$ cat config.mk
export PLATFORM = sky130hd
export DESIGN_NAME = bin_to_bcd_flat
export DESIGN_NICKNAME = d
export VERILOG_FILES = /design/src/rtl/calc_pkg.sv /design/src/rtl/bin_to_bcd_if.sv /design/src/rtl/bcd_digit_adjust.sv /design/src/rtl/bin_to_bcd.sv /design/src/flat_wrapper.sv
export SDC_FILE = /design/constraint.sdc
export NUM_CORES = 1
export LEC_CHECK = 0
export CAP_MARGIN = 20
export CORE_MARGIN = 2
export CORE_UTILIZATION = 35
export CTS_BUF_LIST = sky130_fd_sc_hd__clkbuf_4 sky130_fd_sc_hd__clkbuf_8 sky130_fd_sc_hd__clkbuf_16
export DETAILED_ROUTE_END_ITERATION = 6
export PLACE_DENSITY = 0.51
export RECOVER_POWER = 100
export SLEW_MARGIN = 0
export SYNTH_ARGS = -nofsm -noshare
export SYNTH_HDL_FRONTEND = slang
export SYNTH_SLANG_ARGS = --single-unit
$ cat constraint.sdc
create_clock -name clk -period 4.5 [get_ports clk]
set_clock_uncertainty 0.1 [all_clocks]
set_input_delay 0.9 -clock clk [delete_from_list [all_inputs] [get_ports clk]]
set_output_delay 0.9 -clock clk [all_outputs]
set_load 0.03 [all_outputs]
$ cat src/rtl/calc_pkg.sv
// Shared constants, FSM state type and digit helper for the calculator display path.
package calc_pkg;

  localparam int BIN_W          = 32;
  localparam int DIGITS         = 6;
  localparam int SCRATCH_DIGITS = 10;

  typedef enum logic {
    IDLE,
    SHIFT
  } state_t;

  // Double-dabble correction: a digit of 5 or more would overflow past 9 on the next doubling.
  function automatic logic [3:0] add3_if_ge5(input logic [3:0] d);
    return (d >= 4'd5) ? (d + 4'd3) : d;
  endfunction

endpackage

$ cat src/rtl/bin_to_bcd_if.sv
// Request/result bundle between the arithmetic unit and the binary-to-BCD decoder.
interface bin_to_bcd_if
  import calc_pkg::*;
();

  logic                start;
  logic [BIN_W-1:0]    bin;
  logic                busy;
  logic                done;
  logic [4*DIGITS-1:0] bcd;
  logic                neg;
  logic                ovf;
  logic [DIGITS-1:0]   blank;

  modport master (
    output start, bin,
    input  busy, done, bcd, neg, ovf, blank
  );

  modport slave (
    input  start, bin,
    output busy, done, bcd, neg, ovf, blank
  );

endinterface

$ cat src/rtl/bcd_digit_adjust.sv
// One scratch digit of the shift-and-add-3 converter: adds 3 when the digit is 5 or more.
module bcd_digit_adjust
  import calc_pkg::*;
(
  input  logic [3:0] din,
  output logic [3:0] dout
);

  assign dout = add3_if_ge5(din);

endmodule

$ cat src/rtl/bin_to_bcd.sv
// Iterative 32-bit two's-complement to sign + six BCD digits converter, one bit per clock.
module bin_to_bcd
  import calc_pkg::*;
(
  input  logic         clk,
  input  logic         reset,
  bin_to_bcd_if.slave  bus
);

  localparam int CNT_W = $clog2(BIN_W);
  localparam int SW    = 4 * SCRATCH_DIGITS;
  localparam logic [DIGITS-1:0] BLANK_RST = {{(DIGITS-1){1'b1}}, 1'b0};

  state_t              state, state_nxt;
  logic [BIN_W-1:0]    mag;
  logic [SW-1:0]       scratch, adj, scratch_nxt;
  logic [CNT_W-1:0]    cnt;
  logic                sign;
  logic                last;
  logic                ovf_nxt;
  logic                hz;
  logic [DIGITS-1:0]   blank_nxt;

  logic [4*DIGITS-1:0] bcd_q;
  logic                neg_q, ovf_q, done_q;
  logic [DIGITS-1:0]   blank_q;

  for (genvar i = 0; i < SCRATCH_DIGITS; i++) begin : g_adj
    bcd_digit_adjust u_adj (
      .din  (scratch[4*i +: 4]),
      .dout (adj[4*i +: 4])
    );
  end

  // The magnitude MSB shifts into the scratch LSB; a carry out of the top digit can only mean overflow.
  assign scratch_nxt = {adj[SW-2:0], mag[BIN_W-1]};
  assign last        = (cnt == CNT_W'(BIN_W - 1));
  assign ovf_nxt     = adj[SW-1] | (scratch_nxt[SW-1:4*DIGITS] != '0);

  // Digit i is a leading zero only if it and every more significant digit are zero.
  always_comb begin
    blank_nxt = '0;
    hz        = 1'b1;
    for (int i = DIGITS - 1; i >= 1; i--) begin
      hz           = hz & (scratch_nxt[4*i +: 4] == 4'd0);
      blank_nxt[i] = hz & ~ovf_nxt;
    end
  end

  always_comb begin
    state_nxt = state;
    case (state)
      IDLE:    if (bus.start) state_nxt = SHIFT;
      SHIFT:   if (last)      state_nxt = IDLE;
      default: state_nxt = IDLE;
    endcase
  end

  always_ff @(posedge clk or negedge reset) begin
    if (!reset) state <= IDLE;
    else        state <= state_nxt;
  end

  always_ff @(posedge clk or negedge reset) begin
    if (!reset) begin
      mag     <= '0;
      scratch <= '0;
      cnt     <= '0;
      sign    <= 1'b0;
      bcd_q   <= '0;
      neg_q   <= 1'b0;
      ovf_q   <= 1'b0;
      blank_q <= BLANK_RST;
      done_q  <= 1'b0;
    end else begin
      done_q <= 1'b0;
      case (state)
        IDLE: begin
          if (bus.start) begin
            sign    <= bus.bin[BIN_W-1];
            mag     <= bus.bin[BIN_W-1] ? (~bus.bin + BIN_W'(1)) : bus.bin;
            scratch <= '0;
            cnt     <= '0;
          end
        end
        SHIFT: begin
          scratch <= scratch_nxt;
          mag     <= {mag[BIN_W-2:0], 1'b0};
          cnt     <= cnt + CNT_W'(1);
          // Results are committed together from this cycle's shift so they never update piecemeal.
          if (last) begin
            bcd_q   <= scratch_nxt[4*DIGITS-1:0];
            ovf_q   <= ovf_nxt;
            neg_q   <= sign;
            blank_q <= blank_nxt;
            done_q  <= 1'b1;
          end
        end
        default: ;
      endcase
    end
  end

  assign bus.busy  = (state == SHIFT);
  assign bus.done  = done_q;
  assign bus.bcd   = bcd_q;
  assign bus.neg   = neg_q;
  assign bus.ovf   = ovf_q;
  assign bus.blank = blank_q;

endmodule

$ cat src/flat_wrapper.sv
// flat-port wrapper written by rule: the top's interface ports become plain ports
module bin_to_bcd_flat import calc_pkg::*;
  (clk, reset, bus_start, bus_bin, bus_busy, bus_done, bus_bcd, bus_neg, bus_ovf, bus_blank);
  bin_to_bcd_if bus_i ();
  input  logic clk;
  input  logic reset;
  input wire logic [$bits(bus_i.start)-1:0] bus_start;
  input wire logic [$bits(bus_i.bin)-1:0] bus_bin;
  output wire logic [$bits(bus_i.busy)-1:0] bus_busy;
  output wire logic [$bits(bus_i.done)-1:0] bus_done;
  output wire logic [$bits(bus_i.bcd)-1:0] bus_bcd;
  output wire logic [$bits(bus_i.neg)-1:0] bus_neg;
  output wire logic [$bits(bus_i.ovf)-1:0] bus_ovf;
  output wire logic [$bits(bus_i.blank)-1:0] bus_blank;
  assign bus_i.start = bus_start;
  assign bus_i.bin = bus_bin;
  assign bus_busy = bus_i.busy;
  assign bus_done = bus_i.done;
  assign bus_bcd = bus_i.bcd;
  assign bus_neg = bus_i.neg;
  assign bus_ovf = bus_i.ovf;
  assign bus_blank = bus_i.blank;
  bin_to_bcd u_core (.clk(clk), .reset(reset), .bus(bus_i));
endmodule
### Word-level counts from Yosys, hierarchy flattened

Cells that the tools add are included.

* add/sub/neg operators: 12
* multipliers: 0
* divide/modulo/power cells: 0
* order comparisons: 10
* equality and inequality tests: 2
* shift operators: 0
* mux-type cells: 22
* bitwise gates (word level): 13
* reduce and logical (&&, ||, !) cells: 8

Operators by type and width (count)
* $pmux 40 s2: 1
* $mux 32: 2
* $pmux 32 s2: 1
* $add 4x2->4 const B: 10
* $ge 4x3->1 const B: 10
* $mux 4: 10
* $mux 40: 1
* $add 32x1->32 const B: 1
* $not 32->32: 1
* $logic_not 4->1: 5
* $reduce_bool 16->1: 1
* $pmux 5 s2: 1
* $and 1x1->1: 9
* $add 5x1->5 const B: 1
* $eq 5x5->1 const B: 1
* $mux 5: 1
* $mux 1: 4
* $reduce_and 2->1: 2
* $ne 2x2->1 const B: 1
* $not 1->1: 2
* $pmux 1 s2: 1
* $or 1x1->1: 1

* register bits: 111
* latch bits: 0
* bits in writable memories: 0
* ROM bits: 0
* input port bits: 35
* memories kept: 0

### Longest topological paths before layout

* word-level depth: 8
* depth in mapped cells: 9
* gate-level depth less buffers: 9

### Modules after synthesis

A second synthesis with hierarchy kept.

* cell total of the unflattened synthesis: 626
* area, all modules: 6264.8 um^2

Modules (own cells, without submodules)
* bin_to_bcd: instances 1, cells each 466, area an instance 5251.3 um^2, sequential area each 2783.9 um^2
* bcd_digit_adjust: instances 10, cells each 16, area an instance 101.3 um^2, sequential area each 0.0 um^2

### Worst setup path after synthesis

OpenSTA, ideal clock, no wires.

* path type: input to register
* start: input port bus_bin[24]
* end: register u_core.mag[30]
* library setup time: 129 ps
* arrival time: 2690 ps
* data required time: 4271 ps
* slack: 1581 ps
* cell stages on the path: 6
* path buffers: 0
* path through: or4_1 > or4_1 > or3_1 > o31ai_2 > xor2_1 > o21ai_1

* longest elaborated chain between the ends: 5

RTL lines
* from (decl): RTL line flat_wrapper.sv:8 `input wire logic [$bits(bus_i.bin)-1:0] bus_bin;`
* $not 32->32: RTL line bin_to_bcd.sv:81 `mag <= bus.bin[BIN_W-1] ? (~bus.bin + BIN_W'(1)) : bus.bin;`
* $add 32x1->32: RTL line bin_to_bcd.sv:81
* $mux 32: RTL line bin_to_bcd.sv:81
* $mux 32: RTL line bin_to_bcd.sv:79 `if (bus.start) begin`
* $pmux 32 s2: RTL line bin_to_bcd.sv:77 `case (state)`
* to (signal assigned): RTL line bin_to_bcd.sv:81
* to (signal assigned): RTL line bin_to_bcd.sv:88 `mag <= {mag[BIN_W-2:0], 1'b0};`
* to (decl): RTL line bin_to_bcd.sv:15 `logic [BIN_W-1:0] mag;`

No other way between the ends. The select of a mux whose other input is x is not followed.
A chain may end at the register's enable or synchronous reset.

### Final worst setup path

* start: input port bus_bin[14]
* end: register u_core.mag[29]

Same word-level chain as after synthesis.

==> reports/qor.csv <==
stage,metric,value,unit
status,status,"complete, but fails checks",
status,violated checks,"max-capacitance violations, max-slew violations",
logic_synthesis,post-synthesis async set-or-reset flop share,1.00,
detailed_routing,drt drc,0,
power_and_ir_drop,Flop pwr share,0.388,
floorplan,IO Count,69,
timing,unrepaired setup endpoints after global routing,no,
detailed_routing,DR WL/cell,14.9,µm
cts,CTS buffer count,9,
grt,first-pass GRT wire length,24900,µm
grt,vias in the first global route,5063,
logic_synthesis,Synth Flop Type,dfrtp_1,
worst_setup_path,"Slowest-stage cell, CP",or4_1,
run,number of max-cap violations,2,
logic_synthesis,"Seq/Total Area, Yosys",0.447,
logic_synthesis,Syn Nets,761,
worst_setup_path,crit-path cells,dlygate4sd3_1 > or4_1 > or4_1 > o41ai_1 > xnor2_1 > mux2i_1 > o21ai_1,
worst_setup_path,critical path capture point type,flop,
timing,slew at the pin with the worst max-slew slack,1790,ps
final_layout,layout cell share with drive strength beyond 1,0.0488,
placement,gp weighted congestion,0.845,
final_layout,fillers,1727,
cts,Clock Path Buffers,2,
timing,Max Fclk,290,MHz
floorplan,chip width,137,µm
power_and_ir_drop,VDD IR max,0.293,mV
detailed_routing,Total Routed Length,14700,µm
cts,Post-CTS Setup Bufs,0,
logic_synthesis,Netlist Area Pre-Place,6230,µm²
cts,Hold Buf Count CTS,0,
hold_path,Hold Path Class,reg2reg,
cts,CTS sink count,111,
grt,grt ovf,0,
timing,Final Setup Violations,0,
cts,Root Buffer Master,clkbuf_16,
power_and_ir_drop,Net Sw Frac,0.414,
timing,Final min period,3450,ps
floorplan,core area,17400,µm²
cts,TritonCTS clock tree,done,
power_and_ir_drop,internal power,2.59,mW
final_layout,sequential cell area,2780,µm²
power_and_ir_drop,leakage power,3.19,nW
timing,"Period Utilization, post-route",0.766,
power_and_ir_drop,Comb power frac,0.442,
detailed_routing,via count,5205,
logic_synthesis,synth unique cells,51,
final_layout,nets,811,
logic_synthesis,count of flip-flops with a built-in enable after synthesis,0,
grt,largest net degree at the start of global routing,71,
final_layout,final core utilization,0.421,
power_and_ir_drop,Clock power frac,0.170,
detailed_routing,first-pass detailed-route iteration total,5,
final_layout,Area growth syn-to-layout,17.2,%
timing,endpoints failing hold,0,
final_layout,"commonest non-fill, non-tap cell in the layout",nand2_1,
logic_synthesis,Syn. warnings,0,
worst_setup_path,"most used cell, CP",or4_1,
placement,Port-buffer cells,67,
final_layout,fin area,7310,µm²
timing,TNS Setup,0,ps
floorplan,Initial Util,0.359,
worst_setup_path,Crit Path Max Fanout,9,
logic_synthesis,Yosys reg bits,111,
cts,"CTS clk-pin slew, worst paths",70,ps
detailed_routing,vias per inst,5.30,
worst_setup_path,Worst Path Required,4590,ps
logic_synthesis,Cells after Synth,703,
final_layout,Multi-input gate area,3160,µm²
power_and_ir_drop,Power Density,605,nW/µm²
placement,Placed Area,7090,µm²
detailed_routing,Post-DRT Antenna Nets,0,
power_and_ir_drop,Sw Pwr,1.83,mW
floorplan,Die Span Y,137,µm
timing,Setup WS post-layout,1050,ps
cts,CTS H-tree lvls,3,
grt,Total GRT Usage,0.165,
floorplan,row cnt,48,
final_layout,# diodes,0,
floorplan,die area,18900,µm²
grt,antenna violations before repair,0,
logic_synthesis,synthesized area per cell,8.87,µm²
worst_setup_path,Crit Path Category,in2reg,
worst_setup_path,Worst EP arrival,3540,ps
worst_setup_path,Crit path largest cell delay,680,ps
timing,relative slew slack,-0.190,
placement,DP Worst Slack,934,ps
worst_setup_path,CP startpoint kind,input port,
placement,post-DP HPWL,10200,µm
cts,CTS resizes,0,
cts,worst-skew pair later-pin latency,350,ps
detailed_routing,initial DRC count,303,
timing,Max Slew Vio Count,63,
final_layout,"commonest cells after routing, fill and taps aside","nand2_1 (142), dfrtp_1 (106), o21ai_0 (78), a21oi_1 (47), dlygate4sd3_1 (35)",
-- kinds of logic (layout without fill, tap and decap cells) --
family,count (synthesis),count (layout),synth area share
simple gates,249,249,0.189
other cells,1,1,0.000602
flops,111,111,0.447
buf+inv,63,118,0.0406
mux,21,21,0.0337
fa+ha+maj,23,23,0.0462
xor+xnor,38,38,0.0534
compound gates,197,197,0.190
-- cell usage after synthesis (all sizes together), types with 2 or more instances --
| cell type | count | share of area |
|---|---|---|
| nand2 | 142 | 0.086 |
| dfrtp | 106 | 0.43 |
| o21ai | 82 | 0.066 |
| a21oi | 47 | 0.038 |
| clkbuf | 31 | 0.019 |
| inv | 25 | 0.015 |
| ha | 23 | 0.046 |
| mux2i | 21 | 0.034 |
| nor2 | 21 | 0.013 |
| o31ai | 20 | 0.025 |
| xnor2 | 20 | 0.028 |
| xor2 | 18 | 0.025 |
| nor3b | 15 | 0.018 |
| o22ai | 15 | 0.015 |
| and3 | 12 | 0.012 |
| nand2b | 11 | 0.011 |
| or3 | 11 | 0.011 |
| nand3 | 10 | 0.0080 |
| a211oi | 7 | 0.0084 |
| o41ai | 6 | 0.012 |
| a31o | 5 | 0.0070 |
| buf | 5 | 0.0050 |
| dfstp | 5 | 0.021 |
| nand4 | 5 | 0.0050 |
| or4 | 5 | 0.0072 |
| a21o | 4 | 0.0048 |
| nor3 | 4 | 0.0032 |
| nor4 | 4 | 0.0040 |
| o32ai | 3 | 0.0042 |
| a2111oi | 2 | 0.0028 |
| clkinv | 2 | 0.0012 |
| nand3b | 2 | 0.0024 |
| nor2b | 2 | 0.0020 |
| o211ai | 2 | 0.0024 |
| or2 | 2 | 0.0020 |
| or3b | 2 | 0.0028 |
-- power groups by stage --
stage	sequential, mW	combinational (mW)	clock [mW]
floorplan	1.74	1.41	0
global placement	1.71	1.94	0
detailed placement	1.73	2.00	0
CTS	1.72	2.00	0.775
global route	1.78	2.24	0.814
finish	1.72	1.95	0.750
-- flip-flops by register name (all words and copies together), names as in the netlist --
signal / flops
u_core.mag: 32
u_core.bus.blank: 5
u_core.cnt: 5
u_core.scratch: 40
u_core.bus.done: 1
u_core.bus.ovf: 1
u_core.bus.bcd: 24
u_core.sign: 1
u_core.bus.neg: 1
u_core.bus.busy: 1
-- metrics by stage --
stage,power (mW),hold slack (ps),instances
6_report,4.42,367,983
5_1_grt,4.83,393,983
4_1_cts,4.49,373,983
3_5_place_dp,3.73,362,967
3_3_place_gp,3.65,346,967
2_1_floorplan,3.15,339,703
-- worst paths after layout --
path,start,endpoint,slack [ps],cells past startpoint
min,u_core.bus.blank[5],u_core.bus.blank[5],370,2
min reg2reg,u_core.bus.blank[5],u_core.bus.blank[5],370,2
max in group asynchronous,reset,u_core.scratch[20],1670,2
min in group asynchronous,reset,u_core.bus.bcd[15],490,1
max reg2reg,u_core.bus.busy,u_core.mag[31],1210,6
max,bus_bin[14],u_core.mag[29],1050,7
-- critical path, delay by kind of cell --
family                 cells  cell delay [ps]
multiplexers               1              140
buffers and inverters      1              610
AND/OR/NAND/NOR            2             1230
XOR/XNOR                   1              130
AO/OA/AOI/OAI              2              520
-- area by class of cell --
| type | count | share of cell area |
|---|---|---|
| multi-input combinational | 529 | 0.433 |
| sequential | 111 | 0.381 |
| timing repair buffer | 75 | 0.0969 |
| tap | 225 | 0.0385 |
| clock buffer | 10 | 0.0319 |
| inverter | 27 | 0.0139 |
| clock inverter | 6 | 0.00514 |
-- routing by layer --
layer | routed length (µm) | part of all wire | global-route usage
met4 | 210 | 0.014 | 0.0544
met3 | 443 | 0.030 | 0.0210
met2 | 6780 | 0.46 | 0.266
met5 | 0 | 0 | 0
met1 | 7250 | 0.49 | 0.230
(Power assumes the default switching activity.)
